File: src/rtl/ifu_fetch.sv
// ifu_fetch: instruction fetch stage. Owns the PC, keeps at most one instruction-memory
// request outstanding, and presents {instruction, address} to decode on the ifid2id_* port.
// A one-entry skid buffer holds a response that arrives while decode is stalled.
// Optional feature macro: IFU_MISALIGN_TRAP_EN. When it is defined, a redirect to a
// non-word-aligned target raises if2ctrl_misalign_o for one cycle and vectors to TRAP_VEC.
module ifu_fetch #(
    parameter logic [31:0] RESET_PC = 32'h0000_0000,
    parameter logic [31:0] NOP_INS  = 32'h0000_0013,
    parameter logic [31:0] TRAP_VEC = 32'h0000_0100
) (
    input  logic        clk,
    input  logic        rst,
    input  logic        ex2if_jump_en_i,
    input  logic [31:0] ex2if_jump_addr_i,
    input  logic        ctrl2if_stall_i,
    output logic        if2imem_req_o,
    output logic [31:0] if2imem_addr_o,
    input  logic        imem2if_gnt_i,
    input  logic        imem2if_rvalid_i,
    input  logic [31:0] imem2if_rdata_i,
    output logic [31:0] ifid2id_ins_o,
    output logic [31:0] ifid2id_addr_o,
    output logic        ifid2id_valid_o,
    output logic        if2ctrl_misalign_o
);

    typedef enum logic [1:0] {
        S_IDLE,
        S_REQ,
        S_WAIT,
        S_KILL
    } state_t;

    state_t      state;
    logic [31:0] pc;
    logic        skid_valid;
    logic [31:0] skid_ins;
    logic [31:0] skid_addr;
    logic [31:0] jump_target;
    logic        rsp_ok;

`ifdef IFU_MISALIGN_TRAP_EN
    logic jump_misalign;

    assign jump_misalign = ex2if_jump_en_i && (ex2if_jump_addr_i[1:0] != 2'b00);
    assign jump_target   = jump_misalign ? TRAP_VEC : ex2if_jump_addr_i;

    // One-cycle pulse reporting that the last redirect was misaligned
    always_ff @(posedge clk) begin
        if (rst) begin
            if2ctrl_misalign_o <= 1'b0;
        end else begin
            if2ctrl_misalign_o <= jump_misalign;
        end
    end
`else
    logic unused_trap_vec;

    assign jump_target        = ex2if_jump_addr_i & 32'hFFFF_FFFC;
    assign if2ctrl_misalign_o = 1'b0;
    assign unused_trap_vec    = ^TRAP_VEC;
`endif

    // Only a response to our own outstanding (non-killed) request is accepted
    assign rsp_ok = (state == S_WAIT) && imem2if_rvalid_i;

    // Fetch FSM, PC, skid buffer and registered IF/ID outputs
    always_ff @(posedge clk) begin
        if (rst) begin
            state           <= S_IDLE;
            pc              <= RESET_PC;
            if2imem_req_o   <= 1'b0;
            if2imem_addr_o  <= '0;
            ifid2id_ins_o   <= NOP_INS;
            ifid2id_addr_o  <= '0;
            ifid2id_valid_o <= 1'b0;
            skid_valid      <= 1'b0;
            skid_ins        <= NOP_INS;
            skid_addr       <= '0;
        end else if (ex2if_jump_en_i) begin
            // Redirect beats stall and any same-cycle response: flush everything
            pc              <= jump_target;
            skid_valid      <= 1'b0;
            ifid2id_ins_o   <= NOP_INS;
            ifid2id_addr_o  <= '0;
            ifid2id_valid_o <= 1'b0;
            case (state)
                S_IDLE: begin
                    state          <= S_REQ;
                    if2imem_req_o  <= 1'b1;
                    if2imem_addr_o <= jump_target;
                end
                S_REQ: begin
                    if2imem_req_o <= 1'b0;
                    state         <= imem2if_gnt_i ? S_KILL : S_IDLE;
                end
                default: begin
                    // A response consumed in this very cycle leaves nothing to kill
                    if (imem2if_rvalid_i) begin
                        state          <= S_REQ;
                        if2imem_req_o  <= 1'b1;
                        if2imem_addr_o <= jump_target;
                    end else begin
                        state <= S_KILL;
                    end
                end
            endcase
        end else begin
            if (!ctrl2if_stall_i) begin
                if (skid_valid) begin
                    ifid2id_ins_o   <= skid_ins;
                    ifid2id_addr_o  <= skid_addr;
                    ifid2id_valid_o <= 1'b1;
                    skid_valid      <= 1'b0;
                end else if (rsp_ok) begin
                    ifid2id_ins_o   <= imem2if_rdata_i;
                    ifid2id_addr_o  <= pc;
                    ifid2id_valid_o <= 1'b1;
                end else begin
                    ifid2id_ins_o   <= NOP_INS;
                    ifid2id_addr_o  <= '0;
                    ifid2id_valid_o <= 1'b0;
                end
            end else if (rsp_ok) begin
                skid_ins   <= imem2if_rdata_i;
                skid_addr  <= pc;
                skid_valid <= 1'b1;
            end

            case (state)
                S_IDLE: begin
                    if (!skid_valid) begin
                        state          <= S_REQ;
                        if2imem_req_o  <= 1'b1;
                        if2imem_addr_o <= pc;
                    end
                end
                S_REQ: begin
                    if (imem2if_gnt_i) begin
                        state         <= S_WAIT;
                        if2imem_req_o <= 1'b0;
                    end
                end
                S_WAIT: begin
                    if (imem2if_rvalid_i) begin
                        pc <= pc + 32'd4;
                        if (!ctrl2if_stall_i) begin
                            state          <= S_REQ;
                            if2imem_req_o  <= 1'b1;
                            if2imem_addr_o <= pc + 32'd4;
                        end else begin
                            state <= S_IDLE;
                        end
                    end
                end
                default: begin
                    if (imem2if_rvalid_i) begin
                        state          <= S_REQ;
                        if2imem_req_o  <= 1'b1;
                        if2imem_addr_o <= pc;
                    end
                end
            endcase
        end
    end

endmodule

File: config.mk
export PLATFORM = sky130hd
export DESIGN_NAME = ifu_fetch
export DESIGN_NICKNAME = d
export VERILOG_FILES = /design/src/rtl/ifu_fetch.sv
export SDC_FILE = /design/constraint.sdc
export NUM_CORES = 1
export LEC_CHECK = 0
export CORE_MARGIN = 3
export CORE_UTILIZATION = 54
export CTS_BUF_LIST = sky130_fd_sc_hd__clkbuf_4
export CTS_CLUSTER_DIAMETER = 80
export CTS_CLUSTER_SIZE = 12
export DETAILED_ROUTE_END_ITERATION = 10
export GPL_TIMING_DRIVEN = 0
export PLACE_DENSITY = 0.83
export SKIP_CTS_REPAIR_TIMING = 1
export SLEW_MARGIN = 25
export SYNTH_ARGS = -nofsm -noshare
export SYNTH_HDL_FRONTEND = slang
export SYNTH_SLANG_ARGS = --single-unit
File: constraint.sdc
create_clock -name clk -period 2.4 [get_ports clk]
set_input_delay 0.24 -clock clk [delete_from_list [all_inputs] [get_ports clk]]
set_output_delay 0.24 -clock clk [all_outputs]
set_load 0.05 [all_outputs]
==> results of run 1 <==
-- synthesized netlist by cell type (all sizes together), types with 2 or more instances --
library cell,count,share of area [%]
nand3,34,2.1
a21boi,5,0.43
nor3,71,4.4
nor2,56,2.6
mux2i,6,0.69
mux2,2,0.26
nand4,17,1.5
o22ai,7,0.50
o21a,2,0.17
dfxtp,189,43
nand2b,3,0.22
clkbuf,56,2.4
and3,6,0.43
o211ai,3,0.26
nor4,8,1.1
o32ai,2,0.29
nand2,167,7.2
buf,53,3.7
a221oi,59,5.9
and2,3,0.22
a211o,5,0.50
o21ai,11,0.63
and2b,2,0.17
xor2,39,3.9
inv,9,0.39
o41ai,2,0.20
xnor2,15,1.5
and4,3,0.32
nor2b,61,4.4
a21oi,90,5.2
a211oi,28,2.8
nand3b,4,0.49
-- sequential cells by signal, indices dropped and copies added, names as in the netlist --
register and count:
ifid2id_ins_o 32, skid_ins 32, if2imem_addr_o 30, ifid2id_addr_o 30, pc 30, skid_addr 30
state 2, if2imem_req_o 1, ifid2id_valid_o 1, skid_valid 1
-- cells by family (layout without fill, tap and decap cells) --
family                   Yosys count  in the layout  share of synthesized area [%]
AO/OA/AOI/OAI                    223            223                           17.7
XOR/XNOR                          54             54                           5.42
adder cells (fa/ha/maj)            1              1                          0.143
buffers and inverters            118            310                           6.54
flip-flops                       189            189                           43.3
multiplexers                       8              8                          0.946
other                              1              5                         0.0430
AND/OR/NAND/NOR                  441            441                           25.8
-- report_power, final --
part	total (mW)	switching (mW)	internal (mW)
clock network	1.71	1.08	0.629
logic	1.33	0.842	0.487
registers	3.35	0.0860	3.26
-- worst max path at each step --
stage,end,slack (ps),from
after CTS,pc[24],220,pc[3]
after detailed placement,ifid2id_ins_o[14],-90,ctrl2if_stall_i
after global placement,ifid2id_addr_o[16],-130,ctrl2if_stall_i
final,ifid2id_addr_o[16],170,state[1]
after global routing,ifid2id_addr_o[19],8,state[1]
after floorplan,if2imem_addr_o[14],690,pc[3]
-- through the flow --
step                      hold slack [ps]  setup WS [ps]  power, mW  TNS (ps)
final                                 207            167       6.39         0
after floorplan                       364            694       4.24         0
after CTS                             185            222       6.37         0
after global placement                441           -132       4.70     -6820
after global routing                  217           8.24       6.59         0
after detailed placement              446          -93.0       4.72     -1910
-- critical path, cell delays in order, from the launching register on --
cell and delay, ps:
dfxtp_1 470, and2b_1 320, nand2_1 170, nor2_1 340, buf_4 270, buf_2 280, a221oi_1 140, nor3_1 160
-- final cells by class --
type / count / area, um2 / share of cell area [%]
inverters: 9 / 33.8 / 0.311
flip-flops and latches: 189 / 3780 / 34.8
multi-input cells: 732 / 4390 / 40.4
plain buffers: 109 / 537 / 4.94
clock inverters: 13 / 123 / 1.13
repair buffers: 160 / 1600 / 14.7
clock buffers: 19 / 143 / 1.31
well taps: 211 / 264 / 2.43
-- per-layer routing --
metal	vias to the layer above	track usage [%]
li1	3997	-
met1	3985	41.2
met2	496	45.2
met3	66	5.36
met4	0	12.9
met5	-	0
==> impl_metrics.ini, run 1 <==
[grt]
grt_pass1_vias = 8063
grt_start_max_net_pins = 17
overflow = 0
grt_util_all_layers_pct = 29.6
grt_first_pass_wirelength_um = 42500
antenna_found_initial = 0

[route]
wl_met2_um = 11800
drt_iter0_markers = 975
dr_wl_met3_um = 2660
route.detailed.drc = 0
avgViaCountPerCell = 5.93
routedWlPerCell_um = 18.5
wirelength_um = 26700
highest-signal-layer = met4
antenna_left = 0
drt-pass1-iter-count = 5
num_vias = 8544
met1_length_um = 11300

[hold_path]
whs_path_depth = 3
hold_class = input port to flop
min_from = imem2if_rdata_i[28]
whs_endpoint = skid_ins[28]

[power_and_ir_drop]
ir_drop_mv = 0.317
p_per_area_nw_per_um2 = 587
p_leak_nw = 3.91

[critical_path]
cp.required_ps = 2930
arrival_ps = 2760
crit_fanout = 10
cp-end-kind = flop
worstSetupPathType = flop to flop
reg2reg_to = ifid2id_addr_o[16]
r2r.worst_path.cells = 7
critPathLaunchType = flop
r2r_start = state[1]
r2r_setup_slack_ps = 170

[sta]
worst_pin_slew_ps = 907
max_freq_mhz = 448
setup_viol = 0
drv_slew = 0
rsz0062_at_grt = false
hold_viol = 0
relSlewSlack_pct = 39.5
layout_worst_path_cycle_share_pct = 93.0
final.min_clock_period_ps = 2230
skew_ps = 16.7

[clock_tree]
clockBufferDepth = 2
cts_root_buf = clkbuf_4
numCtsBuffers = 17
path_clk_slew_ps = 150
clock-sinks = 189
cts_max_level = 4
cts_tree = built
clkLatencyLatePin_ps = 600

[synth]
ys_ff_latch = 189
synth_cell_types = 68
synth_warnings = 0
synthArstFlopShare_pct = 0
synth_edf_count = 0
synth_area_um2 = 8730
synth-seq-area-share_pct = 43.3
postSynthCellCount = 1035
synthFlopType = dfxtp_1
avgSynthCellArea_um2 = 8.43

[outcome]
status = complete, no violations

[layout]
final_area_um2 = 10900
final_layout_size_suffix_gt1_share_pct = 8.94
fill_cells = 1275
area_delta_synth_final_pct = 24.6
fin_util_pct = 70.2
final_cell_mix = dfxtp_1, nand2_1, clkdlybuf4s50_1
final_nets = 1289
final_common_cell = dfxtp_1
fin_cells = 1442
diodes = 0

[job]
drv_cap = 0

[place]
hpwl_um = 19500
dpl_cell_area_um2 = 10600
portBuffers = 160
routabilityCongestion = 1.00
dp_cells = 1410

[floorplanning]
rows = 45
core_area_um2 = 15500
die_area_um2 = 17700
die_w_um = 133
initial_core_util_pct = 56.4
chipHeight_um = 133
io_pins = 169
Power figures use the tool's default switching activity.
==> run 2, diff against run 1 <==
Settings changed: SLEW_MARGIN 25 to 20.
==> results of run 2 <==
Final layout, timing and power as in run 1 (identical DEF).
==> run 3, diff against run 2 <==
Settings changed: GPL_TIMING_DRIVEN 0 to default, SETUP_SLACK_MARGIN from default to 0.5.
==> run 3 against run 2 <==
  * Worst hold slack got worse by 61 ps
  * Non-clock buffer count decreased by 66
  * Combinational power down 8%
  * Via count down 5.4%
  * Sequential share of layout area fell by 0.48 points
  * Critical endpoint is now pc[29]
  * Critical path type unchanged
  * Setup slack improved by 360 ps
  * First-iteration DRC count decreased by 20%
  * Flip-flop and latch count did not move
  * Final cell count is 4.6% lower
  * Clock-buffer cell count fell by 2
  * Register-to-register slack gained 360 ps
==> impl_metrics.ini, run 3 (synthesis gave the netlist of run 1 again) <==
[power_and_ir_drop]
p_per_area_nw_per_um2 = 578
pwr-share-comb_pct = 19.0
pwr-share-clk_pct = 28.1
switching_share_pct = 32.9
seqPwrFrac_pct = 52.8
p_int_mw = 4.32
switchingPower_mw = 2.12
power_mw = 6.45
ir_drop_mv = 0.328
p_leak_nw = 5.40

[route]
drt-pass1-iter-count = 5
num_vias = 8080
drt_iter0_markers = 778
antenna_left = 0
routedWlPerCell_um = 17.7
wirelength_um = 24400
route.detailed.drc = 0
avgViaCountPerCell = 5.87

[sta]
holdWs_ps = 146
max_freq_mhz = 533
finalSetupTns_ps = 0
rsz0062_at_grt = true
hold_viol = 0
skew_ps = 15.6
setup_viol = 0
relSlewSlack_pct = 48.2
final.min_clock_period_ps = 1880
worst_pin_slew_ps = 777
layout_worst_path_cycle_share_pct = 78.1
drv_slew = 0

[job]
drv_cap = 0

[floorplanning]
initial_core_util_pct = 56.4
die_w_um = 133
core_area_um2 = 15500
io_pins = 169
die_area_um2 = 17700
chipHeight_um = 133
rows = 45

[grt]
antenna_found_initial = 0
grtUsageMet1_pct = 36.7
grtUsageMet2_pct = 39.0
grt_first_pass_wirelength_um = 37800
grt_pass1_vias = 7331
grt.busiest_layer = met2
grt_util_all_layers_pct = 25.8
grt_start_max_net_pins = 73
met3_usage_pct = 5.66
overflow = 0

[layout]
final_nets = 1223
final_layout_size_suffix_gt1_share_pct = 12.0
diodes = 0
final_cell_mix = dfxtp_1, nand2_1, dlymetal6s2s_1
final_common_cell = dfxtp_1
area_delta_synth_final_pct = 27.7
reg_top3 = ifid2id_ins_o x32, skid_ins x32
fin_util_pct = 72.0
fill_cells = 1151

[critical_path]
worstSetupPathType = flop to flop
critPathLaunchType = flop
arrival_ps = 2400
cp-end-kind = flop
crit_fanout = 12
cp.required_ps = 2920

[clock_tree]
numCtsBuffers = 17
clkLatencyLatePin_ps = 600
cts_root_buf = clkbuf_4
cts_max_level = 4
clockBufferDepth = 2
cts_tree = built
path_clk_slew_ps = 160
clock-sinks = 189

[hold_path]
hold_class = input port to flop

[place]
portBuffers = 161
routabilityCongestion = 0.981
hpwl_um = 15600

[outcome]
status = complete, no violations
[run 3: routing by layer]
layer  up-vias  share of wire (%)  wire length, um
met2       378                 45            11000
li1       3851                  -                -
met3        39                7.9             1930
met1      3812                 45            10900
met5         -                  0                0
met4         0                1.8              450
[run 3: layout make-up]
class / count / area, um2 / area share [%]
tap: 211 / 264 / 2.37
sequential: 189 / 3830 / 34.3
timing repair buffer: 203 / 2250 / 20.2
clock inverter: 15 / 175 / 1.57
clock buffer: 17 / 128 / 1.14
multi-input combinational: 732 / 4470 / 40.1
inverter: 9 / 33.8 / 0.303
[run 3: through the flow]
stage	worst slack, ps	cell area, um2	cells
floorplan	694	8740	1039
global placement	260	10400	1334
detailed placement	232	10400	1334
CTS	296	10700	1366
global route	460	11200	1376
finish	524	11200	1376
[run 3: path summary, 6_finish.rpt]
path	start	endpoint	slack [ps]	depth (start not counted)
setup / recovery	state[0]	pc[29]	520	7
hold / removal	ctrl2if_stall_i	ifid2id_addr_o[8]	150	3
setup reg to reg	state[0]	pc[29]	520	7
hold reg to reg	if2imem_addr_o[3]	if2imem_addr_o[3]	460	2
[run 3: power by group through the flow]
| stage | Clock (mW) | Sequential (mW) | Combinational [mW] |
|---|---|---|---|
| 2_1_floorplan | 0 | 3.68 | 0.560 |
| 3_3_place_gp | 0 | 3.46 | 1.19 |
| 3_5_place_dp | 0 | 3.46 | 1.20 |
| 4_1_cts | 1.84 | 3.40 | 1.21 |
| 5_1_grt | 1.97 | 3.42 | 1.30 |
| 6_report | 1.81 | 3.41 | 1.23 |
[run 3: worst max-delay path: stages (launching register included)]
cell and delay [ps]:
dfxtp_2 360, buf_6 140, nand4b_4 270, buf_4 210
nor2_4 140, nand4_2 150, or4_1 430, o211ai_1 90
